<file path="src/rtl/fifo_arb_pkg.sv">
// Shared types and default sizing for the FIFO write-side arbiter.
// The FSM state enum and the default DSIZE, NREQ and MAX_BURST values live here.
package fifo_arb_pkg;

  localparam int DEF_DSIZE     = 8;
  localparam int DEF_NREQ      = 4;
  localparam int DEF_MAX_BURST = 4;

  typedef enum logic [0:0] {
    IDLE  = 1'b0,
    BURST = 1'b1
  } arb_state_e;

  // Width of the beat counter: it must hold every value from 0 to max_burst.
  function automatic int burst_cnt_w(input int max_burst);
    return $clog2(max_burst + 1);
  endfunction

endpackage

</file>
<file path="src/rtl/fifo_wr_arbiter_if.sv">
// Bundle of requester handshakes and FIFO write-port signals for the arbiter.
// The master side drives requests and wfull; the slave side is the arbiter.
interface fifo_wr_arbiter_if import fifo_arb_pkg::*; #(
  parameter int DSIZE = DEF_DSIZE,
  parameter int NREQ  = DEF_NREQ
);
  localparam int IW = $clog2(NREQ);

  // A beat moves from requester i when req_valid[i] and req_ready[i] are both
  // high at a wclk edge; data and last must stay stable while valid waits.
  // The FIFO takes wdata at an edge where wreq is high, and wreq is never
  // raised while wfull is high.
  logic [NREQ-1:0]       req_valid;
  logic [NREQ*DSIZE-1:0] req_data;
  logic [NREQ-1:0]       req_last;
  logic [NREQ-1:0]       req_ready;
  logic                  wfull;
  logic                  wreq;
  logic [DSIZE-1:0]      wdata;
  logic [IW-1:0]         grant_id;
  logic                  busy;

  modport master (
    output req_valid, req_data, req_last, wfull,
    input  req_ready, wreq, wdata, grant_id, busy
  );

  modport slave (
    input  req_valid, req_data, req_last, wfull,
    output req_ready, wreq, wdata, grant_id, busy
  );

endinterface

</file>
<file path="src/rtl/fifo_wr_arbiter_core.sv">
// Two-state grant FSM: arbitrate in IDLE, stream the granted requester's
// beats to the FIFO in BURST until its packet ends or the burst cap is hit.
module fifo_wr_arbiter_core import fifo_arb_pkg::*; #(
  parameter int DSIZE     = DEF_DSIZE,
  parameter int NREQ      = DEF_NREQ,
  parameter int MAX_BURST = DEF_MAX_BURST
) (
  input logic              wclk,
  input logic              wrst,
  fifo_wr_arbiter_if.slave bus
);

  localparam int IW = $clog2(NREQ);
  localparam int CW = burst_cnt_w(MAX_BURST);

  arb_state_e    state_q, state_d;
  logic [CW-1:0] cnt_q, cnt_d;
  logic [IW-1:0] gnt_q, gnt_d;
  logic [IW-1:0] pick;
  logic          pick_any;
  logic          accept;
  logic          last_beat;

  rr_pick #(.NREQ(NREQ), .IW(IW)) u_pick (
    .req    (bus.req_valid),
    .last   (gnt_q),
    .winner (pick),
    .any    (pick_any)
  );

  // Reset leaves requester 0 as the first one searched.
  always_ff @(posedge wclk) begin
    if (wrst) begin
      state_q <= IDLE;
      cnt_q   <= '0;
      gnt_q   <= IW'(NREQ - 1);
    end else begin
      state_q <= state_d;
      cnt_q   <= cnt_d;
      gnt_q   <= gnt_d;
    end
  end

  always_comb begin
    state_d       = state_q;
    cnt_d         = cnt_q;
    gnt_d         = gnt_q;
    bus.req_ready = '0;
    bus.wreq      = 1'b0;
    bus.wdata     = '0;
    accept        = 1'b0;
    last_beat     = 1'b0;
    case (state_q)
      IDLE: begin
        if (pick_any) begin
          state_d = BURST;
          gnt_d   = pick;
          cnt_d   = '0;
        end
      end
      BURST: begin
        bus.wdata = bus.req_data[gnt_q*DSIZE +: DSIZE];
        // Outputs stay quiet while reset is held so an aborted packet
        // leaks no further beat into the FIFO.
        if (!wrst) begin
          bus.req_ready[gnt_q] = ~bus.wfull;
          accept    = bus.req_valid[gnt_q] & ~bus.wfull;
          bus.wreq  = accept;
          last_beat = bus.req_last[gnt_q] || (cnt_q == CW'(MAX_BURST - 1));
          if (accept) begin
            if (last_beat) begin
              state_d = IDLE;
              cnt_d   = '0;
            end else begin
              cnt_d = cnt_q + 1'b1;
            end
          end
        end
      end
    endcase
  end

  assign bus.grant_id = gnt_q;
  assign bus.busy     = (state_q == BURST);

endmodule

</file>
<file path="src/rtl/fifo_wr_arbiter_rr_pick.sv">
// Round-robin winner search: scans upward from the requester after the last
// grant, wrapping around, and reports the first valid one.
module rr_pick #(
  parameter int NREQ = 4,
  parameter int IW   = $clog2(NREQ)
) (
  input  logic [NREQ-1:0] req,
  input  logic [IW-1:0]   last,
  output logic [IW-1:0]   winner,
  output logic            any
);

  logic [2*NREQ-1:0] rot;

  always_comb begin
    winner = '0;
    any    = 1'b0;
    // Doubling the vector lets a plain shift perform the modular rotation.
    rot    = {req, req} >> (int'(last) + 1);
    for (int k = 0; k < NREQ; k++) begin
      if (!any && rot[k]) begin
        any    = 1'b1;
        winner = IW'((int'(last) + 1 + k) % NREQ);
      end
    end
  end

endmodule

</file>
<file path="src/rtl/fifo_wr_arbiter.sv">
// Top level: round-robin arbitration of NREQ packet sources onto one FIFO
// write port, with bursts capped at MAX_BURST beats per grant.
module fifo_wr_arbiter import fifo_arb_pkg::*; #(
  parameter int DSIZE     = DEF_DSIZE,
  parameter int NREQ      = DEF_NREQ,
  parameter int MAX_BURST = DEF_MAX_BURST
) (
  input  logic                     wclk,
  input  logic                     wrst,
  input  logic [NREQ-1:0]          req_valid,
  input  logic [NREQ*DSIZE-1:0]    req_data,
  input  logic [NREQ-1:0]          req_last,
  output logic [NREQ-1:0]          req_ready,
  input  logic                     wfull,
  output logic                     wreq,
  output logic [DSIZE-1:0]         wdata,
  output logic [$clog2(NREQ)-1:0]  grant_id,
  output logic                     busy
);

  fifo_wr_arbiter_if #(.DSIZE(DSIZE), .NREQ(NREQ)) bus ();

  assign bus.req_valid = req_valid;
  assign bus.req_data  = req_data;
  assign bus.req_last  = req_last;
  assign bus.wfull     = wfull;

  assign req_ready = bus.req_ready;
  assign wreq      = bus.wreq;
  assign wdata     = bus.wdata;
  assign grant_id  = bus.grant_id;
  assign busy      = bus.busy;

  fifo_wr_arbiter_core #(
    .DSIZE     (DSIZE),
    .NREQ      (NREQ),
    .MAX_BURST (MAX_BURST)
  ) u_core (
    .wclk (wclk),
    .wrst (wrst),
    .bus  (bus)
  );

endmodule

</file>
<file path="config.mk">
export PLATFORM = sky130hd
export DESIGN_NAME = fifo_wr_arbiter
export DESIGN_NICKNAME = d
export VERILOG_FILES = /design/src/rtl/fifo_arb_pkg.sv /design/src/rtl/fifo_wr_arbiter_if.sv /design/src/rtl/fifo_wr_arbiter_core.sv /design/src/rtl/fifo_wr_arbiter_rr_pick.sv /design/src/rtl/fifo_wr_arbiter.sv
export SDC_FILE = /design/constraint.sdc
export NUM_CORES = 1
export LEC_CHECK = 0
export ABC_AREA = 1
export BUFFER_PORTS_ARGS = -buffer_cell sky130_fd_sc_hd__buf_2
export CAP_MARGIN = 30
export CORE_MARGIN = 4
export CORE_UTILIZATION = 42
export CTS_CLUSTER_DIAMETER = 50
export DETAILED_ROUTE_END_ITERATION = 7
export GPL_TIMING_DRIVEN = 0
export PLACE_DENSITY = 0.77
export SETUP_SLACK_MARGIN = 0.2
export SYNTH_ARGS = -nofsm -noshare
export SYNTH_HDL_FRONTEND = slang
export SYNTH_SLANG_ARGS = --single-unit
</file>
<file path="constraint.sdc">
create_clock -name wclk -period 2.55 [get_ports wclk]
set_input_delay 0.51 -clock wclk [delete_from_list [all_inputs] [get_ports wclk]]
set_output_delay 0.51 -clock wclk [all_outputs]
set_load 0.005 [all_outputs]
</file>
==> key figures <==
Clock tree
  – Post-CTS setup buffer count: 0
  – TritonCTS clock tree: done
  – Max H-tree Level: 1
  – Cts bufs inserted: 3
  – Root buffer cell: clkbuf_4
  – Clk sinks: 6
  – Maximum clock path buffer count: 2
  – Latest clock arrival within the worst-skew pair: 0.25 ns
  – Clock transition at path regs: 0.04 ns

Power and ir drop
  – Clock share of power: around 6.5%
  – Switching power: 0.7750 mW
  – P per Cell Area: just over 1000 nW/um^2
  – LEAKAGE: 0.7668 nW
  – Sequential Power Share: 11.2%
  – Tot Pwr: roughly 1.4 mW
  – Pint: 0.6368 mW
  – Peak VDD IR: 0.4813 mV
  – Comb pwr share: about 80%
  – Sw Ratio: a little over half

Timing
  – Max Freq: approximately 460 MHz
  – Period minus WS final: roughly 2.2 ns
  – Min Hold Slack: around 0.45 ns
  – # setup viols final: 0
  – Rel. slew slack: between 60% and 70%
  – RSZ-0062 raised after global routing: no
  – Final period util: between 80% and 90%
  – TNS Setup: 0 ns
  – Worst clock skew: 0.005931 ns
  – Hold Vio Cnt, Final: 0
  – Final Max Tran Viols: 0
  – Setup WS post-layout: ~0.38 ns
  – Worst-margin pin slew: ~0.46 ns

Worst setup path
  – R2r worst-path depth: 11
  – Crit Path Max Fanout: 10
  – Crit Path Class: reg -> out
  – Setup crit end kind: output port
  – Critical Path AT: ~1.7 ns
  – Crit start category: register
  – CP Data Required Time: approximately 2 ns
  – Reg2Reg Setup Slack: 0.67 ns

Global route
  – Global-route wire length before repair: approximately 5.1 mm
  – Gr usage total: between 10% and 20%
  – Largest net degree at the start of global routing: 12
  – Vias in the first global route: 1178
  – GRT overflow: 0
  – Initial antenna violation count: 0

Final layout
  – Fin area: 1364 sq um
  – N_diodes: 0
  – Non-Filler Instances: between 200 and 300
  – Layout area overhead: 34.90%
  – Number of fill cells in the layout: 241
  – Final nets: about 290
  – Core Util, Final: between 60% and 70%
  – Layout cells sized above 1: 36.93%

Job
  – Max_cap viols: 0

Detailed routing
  – DR iter-0 viols: between 50 and 60
  – Via count: around 1300
  – DR vias/cell: 4.792
  – Wire per inst: 11.24 um
  – DRT Pass-1 Iters: 4
  – Antenna-violating nets left: 0
  – DRC: 0
  – DRT Wirelength: slightly above 3 mm

Floorplanning
  – Row count: 17
  – Starting density of the core: 44.84%
  – I/O pins: between 50 and 60
  – Die W: 57.06 um
  – Die area: around 3300 sq um
  – Die height: ~57 um
  – Core area: between 2000 and 2500 sq um

Synthesis
  – Sequential fraction of the synthesis area: 11.88%
  – Avg Cell Area, Syn: around 5.6 sq um
  – Mapped cell area: ~1000 sq um
  – Syn Nets: approximately 230
  – Flops & latches, synth: 6
  – Synth cell types: 24
  – Post-Synthesis Cells: between 150 and 200
  – Synthesis Warnings: 0

Placed design
  – Gpl congestion: just under 0.8
  – Area after DPL: approximately 1300 sq um
  – Post-detail-place hpwl: about 2.4 mm
  – Dpl cells: approximately 270
  – DP Worst Slack: between 0.5 and 0.6 ns
  – PortBufs: 58

Hold path
  – Min-Delay Path Class: in -> reg
  – Hold Path Stages: 2

Status
  – Status: completed
==> per-layer routing <==
metal	global-route usage [%]	wire length (um)	vias up
li1	-	-	703
met1	23.58	1371	523
met2	32.14	1293	58
met3	5.656	324	5
met4	3.974	34	0
met5	0	0	-
==> critical path, stage by stage, from the launching register on <==
cell and delay (ns):
dfxtp_2 0.35, buf_6 0.14, buf_4 0.18, clkbuf_4 0.21
nor2_1 0.06, nor2_1 0.07, o21ai_0 0.08, a21oi_1 0.16
buf_2 0.14
==> power by group through the flow <==
stage          clock network [mW]  registers (mW)  logic, mW
6_report                   0.0925           0.159       1.16
2_1_floorplan                   0           0.155      0.884
4_1_cts                    0.0966           0.158       1.16
3_3_place_gp                    0           0.157       1.14
5_1_grt                     0.105           0.164       1.32
3_5_place_dp                    0           0.160       1.15
==> registers in the layout, indices dropped and copies added, names as in the netlist <==
name and flops:
u_core.bus.busy 1, u_core.bus.grant_id 2, u_core.cnt_q 3
==> cell type report <==
cell class | instances | area (sq um) | area share [%]
inverter | 17 | 66.31 | 4.862
buffer | 9 | 63.81 | 4.679
tap | 28 | 35.03 | 2.569
sequential | 6 | 121.4 | 8.899
clock buffer | 3 | 22.52 | 1.651
multi-input combinational | 148 | 764.5 | 56.05
timing repair buffer | 58 | 290.3 | 21.28
==> kinds of logic (layout without fill, tap and decap cells) <==
group	after synthesis	in the layout	share of synthesized area, %
XOR/XNOR	1	1	0.8665
AND/OR/NAND/NOR	111	111	51.73
flip-flops	6	6	11.88
AO/OA/AOI/OAI	30	30	15.59
buffers and inverters	26	87	12.50
adder cells (fa/ha/maj)	6	6	7.426
==> placed cells by master, fill, tap and decap left out, types with 3 or more instances in the layout <==
cell type  Yosys  layout
buf_2          3      60
inv_1         14      14
clkbuf_4       0       4
nor2_1        43      43
nand2_2        7       7
nand4_1        5       5
dfxtp_1        6       5
nand2_1       34      34
nand3_1       13      13
a21oi_1       10      10
nand3_2        3       3
ha_1           6       6
o21ai_0       18      18
==> path summary, 6_finish.rpt <==
path / startpoint / endpoint
setup reg to reg: u_core.bus.grant_id[1] / u_core.bus.grant_id[1]
setup / recovery: u_core.bus.grant_id[0] / wdata[3]
hold reg to reg: u_core.cnt_q[1] / u_core.cnt_q[1]
hold / removal: wrst / u_core.bus.busy
==> synth_stat cells <==
master	instances	share of area, %
nand2_2	7	4.3
xnor2_1	1	0.87
nand4_1	5	3.1
nand3_4	1	1.7
ha_1	6	7.4
nor2_4	1	1.1
dfxtp_1	6	12
o21ai_2	2	1.7
o21ai_0	18	8.9
nand2_4	2	2.2
buf_2	3	1.5
clkbuf_1	2	0.74
nand3_1	13	6.4
nor2_1	43	16
a21oi_1	10	5.0
nor3_1	1	0.49
nand3_2	3	3.0
buf_4	2	1.5
buf_6	2	2.2
inv_2	2	0.74
inv_1	14	5.2
nand2_1	34	13
inv_4	1	0.62
nand3b_1	1	0.74
==> what timing repair did <==
action,CTS,global route
hold buffers,0,0
gates resized for setup,0,4
endpoints found under the setup margin,0,10
(Power assumes the default switching activity.)
